[config.mk]
export PLATFORM = sky130hd
export DESIGN_NAME = apb_cmd_master_flat
export DESIGN_NICKNAME = d
export VERILOG_FILES = /design/src/rtl/apb_cmd_master_pkg.sv /design/src/rtl/apb_cmd_master_if.sv /design/src/rtl/apb_cmd_master_fifo.sv /design/src/rtl/apb_cmd_master.sv /design/src/flat_wrapper.sv
export SDC_FILE = /design/constraint.sdc
export NUM_CORES = 1
export LEC_CHECK = 0
export BUFFER_PORTS_ARGS = -buffer_cell sky130_fd_sc_hd__buf_2
export CAP_MARGIN = 10
export CORE_MARGIN = 1
export CORE_UTILIZATION = 25
export CTS_CLUSTER_SIZE = 28
export DETAILED_ROUTE_END_ITERATION = 10
export HOLD_SLACK_MARGIN = 0.05
export SYNTH_ARGS = -nofsm -noshare
export SYNTH_HDL_FRONTEND = slang
export SYNTH_SLANG_ARGS = --single-unit
[constraint.sdc]
create_clock -name clk -period 6.9 [get_ports clk]
set_input_delay 1.035 -clock clk [delete_from_list [all_inputs] [get_ports clk]]
set_output_delay 1.035 -clock clk [all_outputs]
set_load 0.005 [all_outputs]
[src/rtl/apb_cmd_master_pkg.sv]
// ecc_apb_pkg: shared types and register map for the APB command master driving the ECC block
package ecc_apb_pkg;
  localparam int AMBA_WORD       = 32;
  localparam int AMBA_ADDR_WIDTH = 20;
  localparam logic [AMBA_ADDR_WIDTH-1:0] CTRL           = 'h0;
  localparam logic [AMBA_ADDR_WIDTH-1:0] DATA_IN        = 'h4;
  localparam logic [AMBA_ADDR_WIDTH-1:0] CODEWORD_WIDTH = 'h8;
  localparam logic [AMBA_ADDR_WIDTH-1:0] NOISE          = 'hC;
  typedef enum logic [1:0] {IDLE, SETUP, ACCESS, WAIT_DONE} state_t;
  typedef struct packed {
    logic                       write;
    logic [AMBA_ADDR_WIDTH-1:0] addr;
    logic [AMBA_WORD-1:0]       wdata;
  } cmd_t;
endpackage

[src/rtl/apb_cmd_master_if.sv]
// apb_cmd_master_if: command queue, read response and APB bus signals of the command master
interface apb_cmd_master_if;
  import ecc_apb_pkg::*;
  logic                       cmd_valid;
  logic                       cmd_ready;
  logic                       cmd_write;
  logic [AMBA_ADDR_WIDTH-1:0] cmd_addr;
  logic [AMBA_WORD-1:0]       cmd_wdata;
  logic                       rsp_valid;
  logic [AMBA_WORD-1:0]       rsp_rdata;
  logic [AMBA_ADDR_WIDTH-1:0] paddr;
  logic                       pwrite;
  logic                       psel;
  logic                       penable;
  logic [AMBA_WORD-1:0]       pwdata;
  logic [AMBA_WORD-1:0]       prdata;
  modport master (
    input  cmd_valid, cmd_write, cmd_addr, cmd_wdata, prdata,
    output cmd_ready, rsp_valid, rsp_rdata, paddr, pwrite, psel, penable, pwdata
  );
  modport slave (
    output cmd_valid, cmd_write, cmd_addr, cmd_wdata, prdata,
    input  cmd_ready, rsp_valid, rsp_rdata, paddr, pwrite, psel, penable, pwdata
  );
endinterface

[src/rtl/apb_cmd_master_fifo.sv]
// apb_cmd_fifo: command buffer with extra-MSB pointers; full/empty from the MSB compare
module apb_cmd_fifo
  import ecc_apb_pkg::*;
#(
  parameter int DEPTH = 4
) (
  input  logic clk,
  input  logic rst,
  input  logic i_push,
  input  logic i_pop,
  input  cmd_t i_data,
  output cmd_t o_data,
  output logic o_full,
  output logic o_empty
);
  localparam int AW = $clog2(DEPTH);
  cmd_t           r_mem [DEPTH];
  logic [AW:0]    r_wptr;
  logic [AW:0]    r_rptr;
  assign o_empty = r_wptr == r_rptr;
  assign o_full  = r_wptr == {~r_rptr[AW], r_rptr[AW-1:0]};
  assign o_data  = r_mem[r_rptr[AW-1:0]];
  always_ff @(posedge clk or negedge rst) begin
    if (!rst) begin
      r_wptr <= '0;
      r_rptr <= '0;
    end else begin
      if (i_push) r_wptr <= r_wptr + 1'b1;
      if (i_pop) r_rptr <= r_rptr + 1'b1;
    end
  end
  always_ff @(posedge clk) begin
    if (i_push) r_mem[r_wptr[AW-1:0]] <= i_data;
  end
endmodule

[src/rtl/apb_cmd_master.sv]
// apb_cmd_master: queued zero-wait APB initiator for the ECC block (SETUP, ACCESS, IDLE per command).
// Define ECC_OPDONE_WAIT_EN to hold after CTRL writes until operation_done or DONE_TIMEOUT.
module apb_cmd_master
  import ecc_apb_pkg::*;
#(
  parameter int                         FIFO_DEPTH   = 4,
  parameter logic [AMBA_ADDR_WIDTH-1:0] CTRL_ADDR    = CTRL,
  parameter int                         DONE_TIMEOUT = 1024
) (
  input  logic                    clk,
  input  logic                    rst,
  apb_cmd_master_if.master        bus,
  input  logic                    i_operation_done,
  output logic                    o_busy,
  output logic                    o_timeout_err
);
  state_t                     r_state;
  state_t                     w_next;
  logic                       w_pop;
  logic                       w_push;
  logic                       w_full;
  logic                       w_empty;
  cmd_t                       w_cmd;
  cmd_t                       w_head;
  logic [AMBA_ADDR_WIDTH-1:0] r_paddr;
  logic                       r_pwrite;
  logic [AMBA_WORD-1:0]       r_pwdata;
  logic                       r_rsp_valid;
  logic [AMBA_WORD-1:0]       r_rsp_rdata;
  logic                       w_timeout;
  assign w_cmd  = '{write: bus.cmd_write, addr: bus.cmd_addr, wdata: bus.cmd_wdata};
  assign w_push = bus.cmd_valid && !w_full;
  apb_cmd_fifo #(.DEPTH(FIFO_DEPTH)) u_fifo (
    .clk     (clk),
    .rst     (rst),
    .i_push  (w_push),
    .i_pop   (w_pop),
    .i_data  (w_cmd),
    .o_data  (w_head),
    .o_full  (w_full),
    .o_empty (w_empty)
  );
`ifdef ECC_OPDONE_WAIT_EN
  localparam int CW = $clog2(DONE_TIMEOUT);
  logic [CW-1:0] r_cnt;
  logic          r_timeout_err;
  assign w_timeout = r_cnt == CW'(DONE_TIMEOUT - 1);
  always_ff @(posedge clk or negedge rst) begin
    if (!rst) begin
      r_cnt         <= '0;
      r_timeout_err <= 1'b0;
    end else begin
      r_cnt <= r_state == WAIT_DONE ? r_cnt + 1'b1 : '0;
      if (r_state == WAIT_DONE && !i_operation_done && w_timeout) r_timeout_err <= 1'b1;
    end
  end
  assign o_timeout_err = r_timeout_err;
`else
  logic w_unused;
  assign w_unused      = ^{i_operation_done, CTRL_ADDR, DONE_TIMEOUT};
  assign w_timeout     = 1'b0;
  assign o_timeout_err = 1'b0;
`endif
  always_comb begin
    w_next = r_state;
    w_pop  = 1'b0;
    case (r_state)
      IDLE: begin
        w_pop  = !w_empty;
        w_next = w_empty ? IDLE : SETUP;
      end
      SETUP: w_next = ACCESS;
`ifdef ECC_OPDONE_WAIT_EN
      ACCESS:    w_next = r_pwrite && r_paddr == CTRL_ADDR ? WAIT_DONE : IDLE;
      WAIT_DONE: w_next = i_operation_done || w_timeout ? IDLE : WAIT_DONE;
`else
      ACCESS: w_next = IDLE;
`endif
      default: w_next = IDLE;
    endcase
  end
  always_ff @(posedge clk or negedge rst) begin
    if (!rst) begin
      r_state     <= IDLE;
      r_paddr     <= '0;
      r_pwrite    <= 1'b0;
      r_pwdata    <= '0;
      r_rsp_valid <= 1'b0;
      r_rsp_rdata <= '0;
    end else begin
      r_state     <= w_next;
      r_rsp_valid <= r_state == ACCESS && !r_pwrite;
      if (r_state == ACCESS && !r_pwrite) r_rsp_rdata <= bus.prdata;
      if (w_pop) begin
        r_paddr  <= w_head.addr;
        r_pwrite <= w_head.write;
        r_pwdata <= w_head.wdata;
      end
    end
  end
  assign bus.cmd_ready = !w_full;
  assign bus.psel      = r_state == SETUP || r_state == ACCESS;
  assign bus.penable   = r_state == ACCESS;
  assign bus.paddr     = r_paddr;
  assign bus.pwrite    = r_pwrite;
  assign bus.pwdata    = r_pwdata;
  assign bus.rsp_valid = r_rsp_valid;
  assign bus.rsp_rdata = r_rsp_rdata;
  assign o_busy        = r_state != IDLE || !w_empty;
endmodule

[src/flat_wrapper.sv]
// flat-port wrapper written by rule: the top's interface ports become plain ports
module apb_cmd_master_flat import ecc_apb_pkg::*;
#(
  parameter int                         FIFO_DEPTH   = 4,
  parameter logic [AMBA_ADDR_WIDTH-1:0] CTRL_ADDR    = CTRL,
  parameter int                         DONE_TIMEOUT = 1024
)
  (clk, rst, i_operation_done, o_busy, o_timeout_err, bus_cmd_valid, bus_cmd_write, bus_cmd_addr, bus_cmd_wdata, bus_prdata, bus_cmd_ready, bus_rsp_valid, bus_rsp_rdata, bus_paddr, bus_pwrite, bus_psel, bus_penable, bus_pwdata);
  apb_cmd_master_if bus_i ();
  input  logic clk;
  input  logic rst;
  input  logic i_operation_done;
  output logic o_busy;
  output logic o_timeout_err;
  input wire logic [$bits(bus_i.cmd_valid)-1:0] bus_cmd_valid;
  input wire logic [$bits(bus_i.cmd_write)-1:0] bus_cmd_write;
  input wire logic [$bits(bus_i.cmd_addr)-1:0] bus_cmd_addr;
  input wire logic [$bits(bus_i.cmd_wdata)-1:0] bus_cmd_wdata;
  input wire logic [$bits(bus_i.prdata)-1:0] bus_prdata;
  output wire logic [$bits(bus_i.cmd_ready)-1:0] bus_cmd_ready;
  output wire logic [$bits(bus_i.rsp_valid)-1:0] bus_rsp_valid;
  output wire logic [$bits(bus_i.rsp_rdata)-1:0] bus_rsp_rdata;
  output wire logic [$bits(bus_i.paddr)-1:0] bus_paddr;
  output wire logic [$bits(bus_i.pwrite)-1:0] bus_pwrite;
  output wire logic [$bits(bus_i.psel)-1:0] bus_psel;
  output wire logic [$bits(bus_i.penable)-1:0] bus_penable;
  output wire logic [$bits(bus_i.pwdata)-1:0] bus_pwdata;
  assign bus_i.cmd_valid = bus_cmd_valid;
  assign bus_i.cmd_write = bus_cmd_write;
  assign bus_i.cmd_addr = bus_cmd_addr;
  assign bus_i.cmd_wdata = bus_cmd_wdata;
  assign bus_i.prdata = bus_prdata;
  assign bus_cmd_ready = bus_i.cmd_ready;
  assign bus_rsp_valid = bus_i.rsp_valid;
  assign bus_rsp_rdata = bus_i.rsp_rdata;
  assign bus_paddr = bus_i.paddr;
  assign bus_pwrite = bus_i.pwrite;
  assign bus_psel = bus_i.psel;
  assign bus_penable = bus_i.penable;
  assign bus_pwdata = bus_i.pwdata;
  apb_cmd_master #(.FIFO_DEPTH(FIFO_DEPTH), .CTRL_ADDR(CTRL_ADDR), .DONE_TIMEOUT(DONE_TIMEOUT)) u_core (.clk(clk), .rst(rst), .bus(bus_i), .i_operation_done(i_operation_done), .o_busy(o_busy), .o_timeout_err(o_timeout_err));
endmodule
Yosys cells after proc, flatten, opt, wreduce, memory -nomap -nowiden
Memories as Yosys holds them, arrays and structs flattened. A register that Yosys moved wholly into a read port is not among the register bits. Index checks and enable logic that the tools add are counted. W data, S select, Z words.

Bits in registers: 41. Memory bits (writable): 212. Word-level logic and storage cells: 28. Input bits: 89. Memories kept: 1.

Add/subtract/negate cells: 2. Eq/ne operators: 4. Reductions and logical operators: 10. Bitwise operators: 1. Muxes and demuxes: 5.

Memory list: u_core.u_fifo.r_mem (depth 4, width 53, read ports 1, clocked after Yosys merged registers in 1, write ports 1, RTL line apb_cmd_master_fifo.sv:17) `cmd_t r_mem [DEPTH];`.

Operator list (number): $add A3 B1 Y3 const B (2); $eq A3 B3 Y1 (2); $logic_not A1 Y1 (4); $mux W1 (4); $pmux W2 S2 (1); $eq A2 B1 Y1 const B (1); $eq A2 B2 Y1 const B (1); $logic_and A1 B1 Y1 (2); $logic_not A2 Y1 (1); $logic_or A1 B1 Y1 (2); $reduce_bool A2 Y1 (1); $not A1 Y1 (1).

Logic depth before layout (Yosys ltp)
Word-level depth: 6. Mapped depth: 6. Depth with buffers taken out: 4.

By module
From an unflattened synthesis, not the netlist that was laid out.

Cell total of the unflattened synthesis: 502. Area total of the unflattened synthesis: 11770.0 sq um.

Modules (own cells, without submodules): apb_cmd_fifo (seq. area each 6516.2 sq um, times used 1, cells an instance 307, area an instance 8062.7 sq um); apb_cmd_master (seq. area each 2202.1 sq um, times used 1, cells an instance 195, area an instance 3707.3 sq um).

Worst setup path before layout
Ideal clock, no wire load.

Path type: input-to-reg. Start point: input bus_cmd_valid. End point: memory u_core.u_fifo.r_mem[3][0] (netlist name), enable pin. Data arrival time: 3835 ps. Path buffers: 0. Stages: 2. Path slack: 2566 ps. Cells stage by stage: nand2_1 -> a31oi_1.

Cells in the longest elaborated chain, start to end: 3.

Ends and longest elaborated chain: start: declaration (RTL line flat_wrapper.sv:15) `input wire logic [$bits(bus_i.cmd_valid)-1:0] bus_cmd_valid;`; $logic_and A1 B1 Y1 (RTL line apb_cmd_master.sv:32) `assign w_push = bus.cmd_valid && !w_full;`; $mux W1 (RTL line apb_cmd_master_fifo.sv:33) `if (i_push) r_mem[r_wptr[AW-1:0]] <= i_data;`; $mux W1 (not written as such) (RTL line apb_cmd_master_fifo.sv:33); end: declaration (RTL line apb_cmd_master_fifo.sv:17).

Every way passes these cells.

Final worst setup path
Start point: register u_core.u_fifo.r_rptr[1]. End point: memory u_core.u_fifo.r_mem[3][2] (netlist name), enable pin.

Cells in the longest elaborated chain, start to end: 5.

Ends and longest elaborated chain: start: declaration (RTL line apb_cmd_master_fifo.sv:19) `logic [AW:0] r_rptr;`; start signal: assignment (RTL line apb_cmd_master_fifo.sv:29) `if (i_pop) r_rptr <= r_rptr + 1'b1;`; $eq A3 B3 Y1 (RTL line apb_cmd_master_fifo.sv:21) `assign o_full = r_wptr == {~r_rptr[AW], r_rptr[AW-1:0]};`; $logic_not A1 Y1 (RTL line apb_cmd_master.sv:32); $logic_and A1 B1 Y1 (RTL line apb_cmd_master.sv:32); $mux W1 (RTL line apb_cmd_master_fifo.sv:33); $mux W1 (not written as such) (RTL line apb_cmd_master_fifo.sv:33).

Every way passes these cells.

==> metrics.md <==
| Metric | Value |
|---|---|
| Status | `complete, no violations` |
| Max VDD drop | `0.275 mV` |
| Critical Path Fanout Max | `57` |
| DRC viols | `0` |
| Multi-input combinational cell area | `2550 um^2` |
| Area after DPL | `13,000 um^2` |
| Vias | `5,351` |
| Period minus WS final | `3310 ps` |
| RSZ-0062 raised after global routing | `no` |
| WL final | `22,800 um` |
| Die Ht | `216 um` |
| Critical path class | `flop to flop` |
| H-tree depth | `2` |
| Mapped Nets | `602` |
| PortBufs | `177` |
| Layout cells sized above 1 | `0.527` |
| Post-CTS setup buffer count | `0` |
| Die area | `46,500 um^2` |
| Slew HR | `0.263` |
| Per-cell routed wire length | `17.2 um` |
| Final setup vio count | `0` |
| Ant diodes | `0` |
| Sequential share of the synthesized area | `0.764` |
| R2R Setup Slk | `3590 ps` |
| Antenna Nets Post-Route | `0` |
| Leak | `0.00526 uW` |
| DR iter-0 viols | `258` |
| Ys Warns | `0` |
| Fmax | `302 MHz` |
| Tcrit/Tclk final | `0.480` |
| Clock power frac | `0.268` |
| Required @ worst endpoint | `7060 ps` |
| Net switching power | `1940 uW` |
| Clk_skew | `18.7 ps` |
| Resize count post-CTS | `0` |
| R2R Path End | `u_core.u_fifo.r_mem[3][2]` |
| Initial antenna violation count | `1` |
| Yosys top cell by area | `edfxtp_1` |
| Ports | `180` |
| Fin area | `14,100 um^2` |
| Cts bufs inserted | `36` |
| Crit start category | `flop` |
| Die width | `216 um` |
| CTS tree | `done` |
| Overall Global Routing Usage | `0.0998` |
| Clock Latency Late Sink | `530 ps` |
| Largest net degree at the start of global routing | `61` |
| Async S/R FF share, synth | `0.307` |
| Power density cells | `476 nW/um^2` |
| Setup TNS | `0 ps` |
| Worst R2R Path Depth | `3` |
| Root buffer cell | `clkbuf_16` |
| Hold WC Path Type | `primary input to async pin` |
| Sequential share of power | `0.436` |
| Crit path cell chain | `xnor2_1 > a31oi_4 > buf_4` |
| First-pass GRT wire length | `34,500 um` |
| Vias in the first global route | `5,722` |
| Levels on crit path | `3` |
| Crit end category | `flop` |
| Routed vias/inst | `4.05` |
| Crit path DAT | `3470 ps` |
| Number of synthesized flops with an enable pin | `212` |
| Max-cap violations | `0` |
| Switching part of the total | `0.290` |
| Top post-synthesis cells by count | `edfxtp_1, dfrtp_1, mux2_2, mux4_2, mux2_4` |
| Area growth, synth to finish | `23.5%` |
| Final HPWL DP | `13,200 um` |
| Clock tree buffer depth | `3` |
| Final Max Slew Viols | `0` |
| Combinational power share | `0.296` |
| Yosys cell types | `24` |
| Core area | `44,600 um^2` |
| Post-Syn Area | `11,400 um^2` |
| Initial core utilization | `0.256` |
| Syn avg cell area | `22.6 um^2` |
| Gate Count Post-Synth | `505` |
| Sequential Area | `8730 um^2` |
| Final hold viol count | `0` |
| WP buf/inv | `1` |
| Yosys reg bits | `306` |
| TritonCTS Sinks | `306` |
| Least-Margin Pin Slew | `1110 ps` |
| Top cells by area, synth | `edfxtp_1, dfrtp_1, mux4_2` |
| CP top delay family | `flip-flops` |
| Crit. Startpoint | `u_core.u_fifo.r_rptr[1]` |
| Yosys top cell area share | `0.558` |
| Count leader, synth | `edfxtp_1` |
| Crit path largest cell delay | `1040 ps` |
| Launching point of the worst reg2reg path | `u_core.u_fifo.r_rptr[1]` |
| Initial DRT Pass Iterations | `4` |
| Final-stage net count | `800` |
| CP max stage cell | `dfrtp_4` |
| Worst-path clk slew | `60 ps` |
| Fill count | `4,257` |
| Final Wtd Congestion | `0.660` |
| GRT overflow | `0` |
| Row cnt | `77` |
| CTS Hold Bufs | `0` |
| Int Power | `4770 uW` |
| Primary FF master, synth | `edfxtp_1` |
-- cell type report --
| type | count | share of cell area |
|---|---|---|
| clock inverters | 13 | 0.00586 |
| flip-flops and latches | 306 | 0.619 |
| repair buffers | 183 | 0.0662 |
| inverters | 6 | 0.00160 |
| well taps | 592 | 0.0526 |
| multi-input cells | 170 | 0.181 |
| clock buffers | 51 | 0.0739 |
-- kinds of logic after synthesis --
kind of cell | synth area share
DFF | 0.764
muxes | 0.197
buffers and inverters | 0.0158
xor gates and xnor gates | 0.00756
adders and majority gates | 0.00877
and+or+nand+nor | 0.00373
AOI/OAI and AO/OA | 0.00296
other | 0.000329
-- power groups by stage --
stage          logic, uW  registers, uW  clock network, uW
2_1_floorplan       1480           2840                  0
6_report            1990           2920               1800
5_1_grt             2180           3010               1930
3_5_place_dp        2060           2980                  0
4_1_cts             2060           2950               1860
3_3_place_gp        2040           2950                  0
-- placed cells by master, fill, tap and decap left out, drive strengths merged --
cell and count:
xor2 4, buf 183, nand2 2, and2 3, a31oi 2, nand3 1
o31ai 1, conb 1, nor2b 1, clkbuf 51, mux2 87, nor3 1
inv 10, ha 8, o311ai 1, xnor2 5, edfxtp 212, clkinv 9
dfrtp 94, mux4 53
-- routing by layer --
layer | routed length (um) | track usage
met5 | 13 | 0
met4 | 544 | 0.0426
met3 | 1670 | 0.0337
met2 | 11000 | 0.167
met1 | 9500 | 0.116
-- how the worst max path moves through the flow --
stage          slack [ps]                    endpoint
2_1_floorplan        2570   u_core.u_fifo.r_mem[3][0]
3_3_place_gp         3490   u_core.u_fifo.r_mem[3][2]
3_5_place_dp         3510   u_core.u_fifo.r_mem[3][2]
4_1_cts              3470  u_core.u_fifo.r_mem[3][19]
5_1_grt              3380                      o_busy
6_report             3590   u_core.u_fifo.r_mem[3][2]
-- per-stage QoR --
| stage | util | hold WS, ps | total power, uW | setup slack [ps] | std cells |
|---|---|---|---|---|---|
| floorplan | - | 491 | 4320 | 2570 | 505 |
| global placement | 0.291 | 482 | 4990 | 3490 | 1257 |
| detailed placement | 0.291 | 488 | 5040 | 3510 | 1257 |
| CTS | 0.316 | 492 | 6870 | 3470 | 1321 |
| global route | 0.316 | 511 | 7120 | 3380 | 1321 |
| finish | 0.316 | 493 | 6710 | 3590 | 1321 |
-- worst reg2reg max path, cell delays in order, from the launching register on --
cell,delay [ps]
dfrtp_4,1040
xnor2_1,310
a31oi_4,950
buf_4,590
-- state kept, by name, indices dropped and copies added, names as in the netlist --
signal / flops
u_core.u_fifo.r_rptr: 3
u_core.bus.pwdata: 32
u_core.u_fifo.r_mem: 212
u_core.bus.pwrite: 1
u_core.bus.rsp_rdata: 32
u_core.bus.rsp_valid: 1
u_core.bus.paddr: 20
u_core.r_state: 2
u_core.u_fifo.r_wptr: 3
Power figures use the tool's default switching activity.
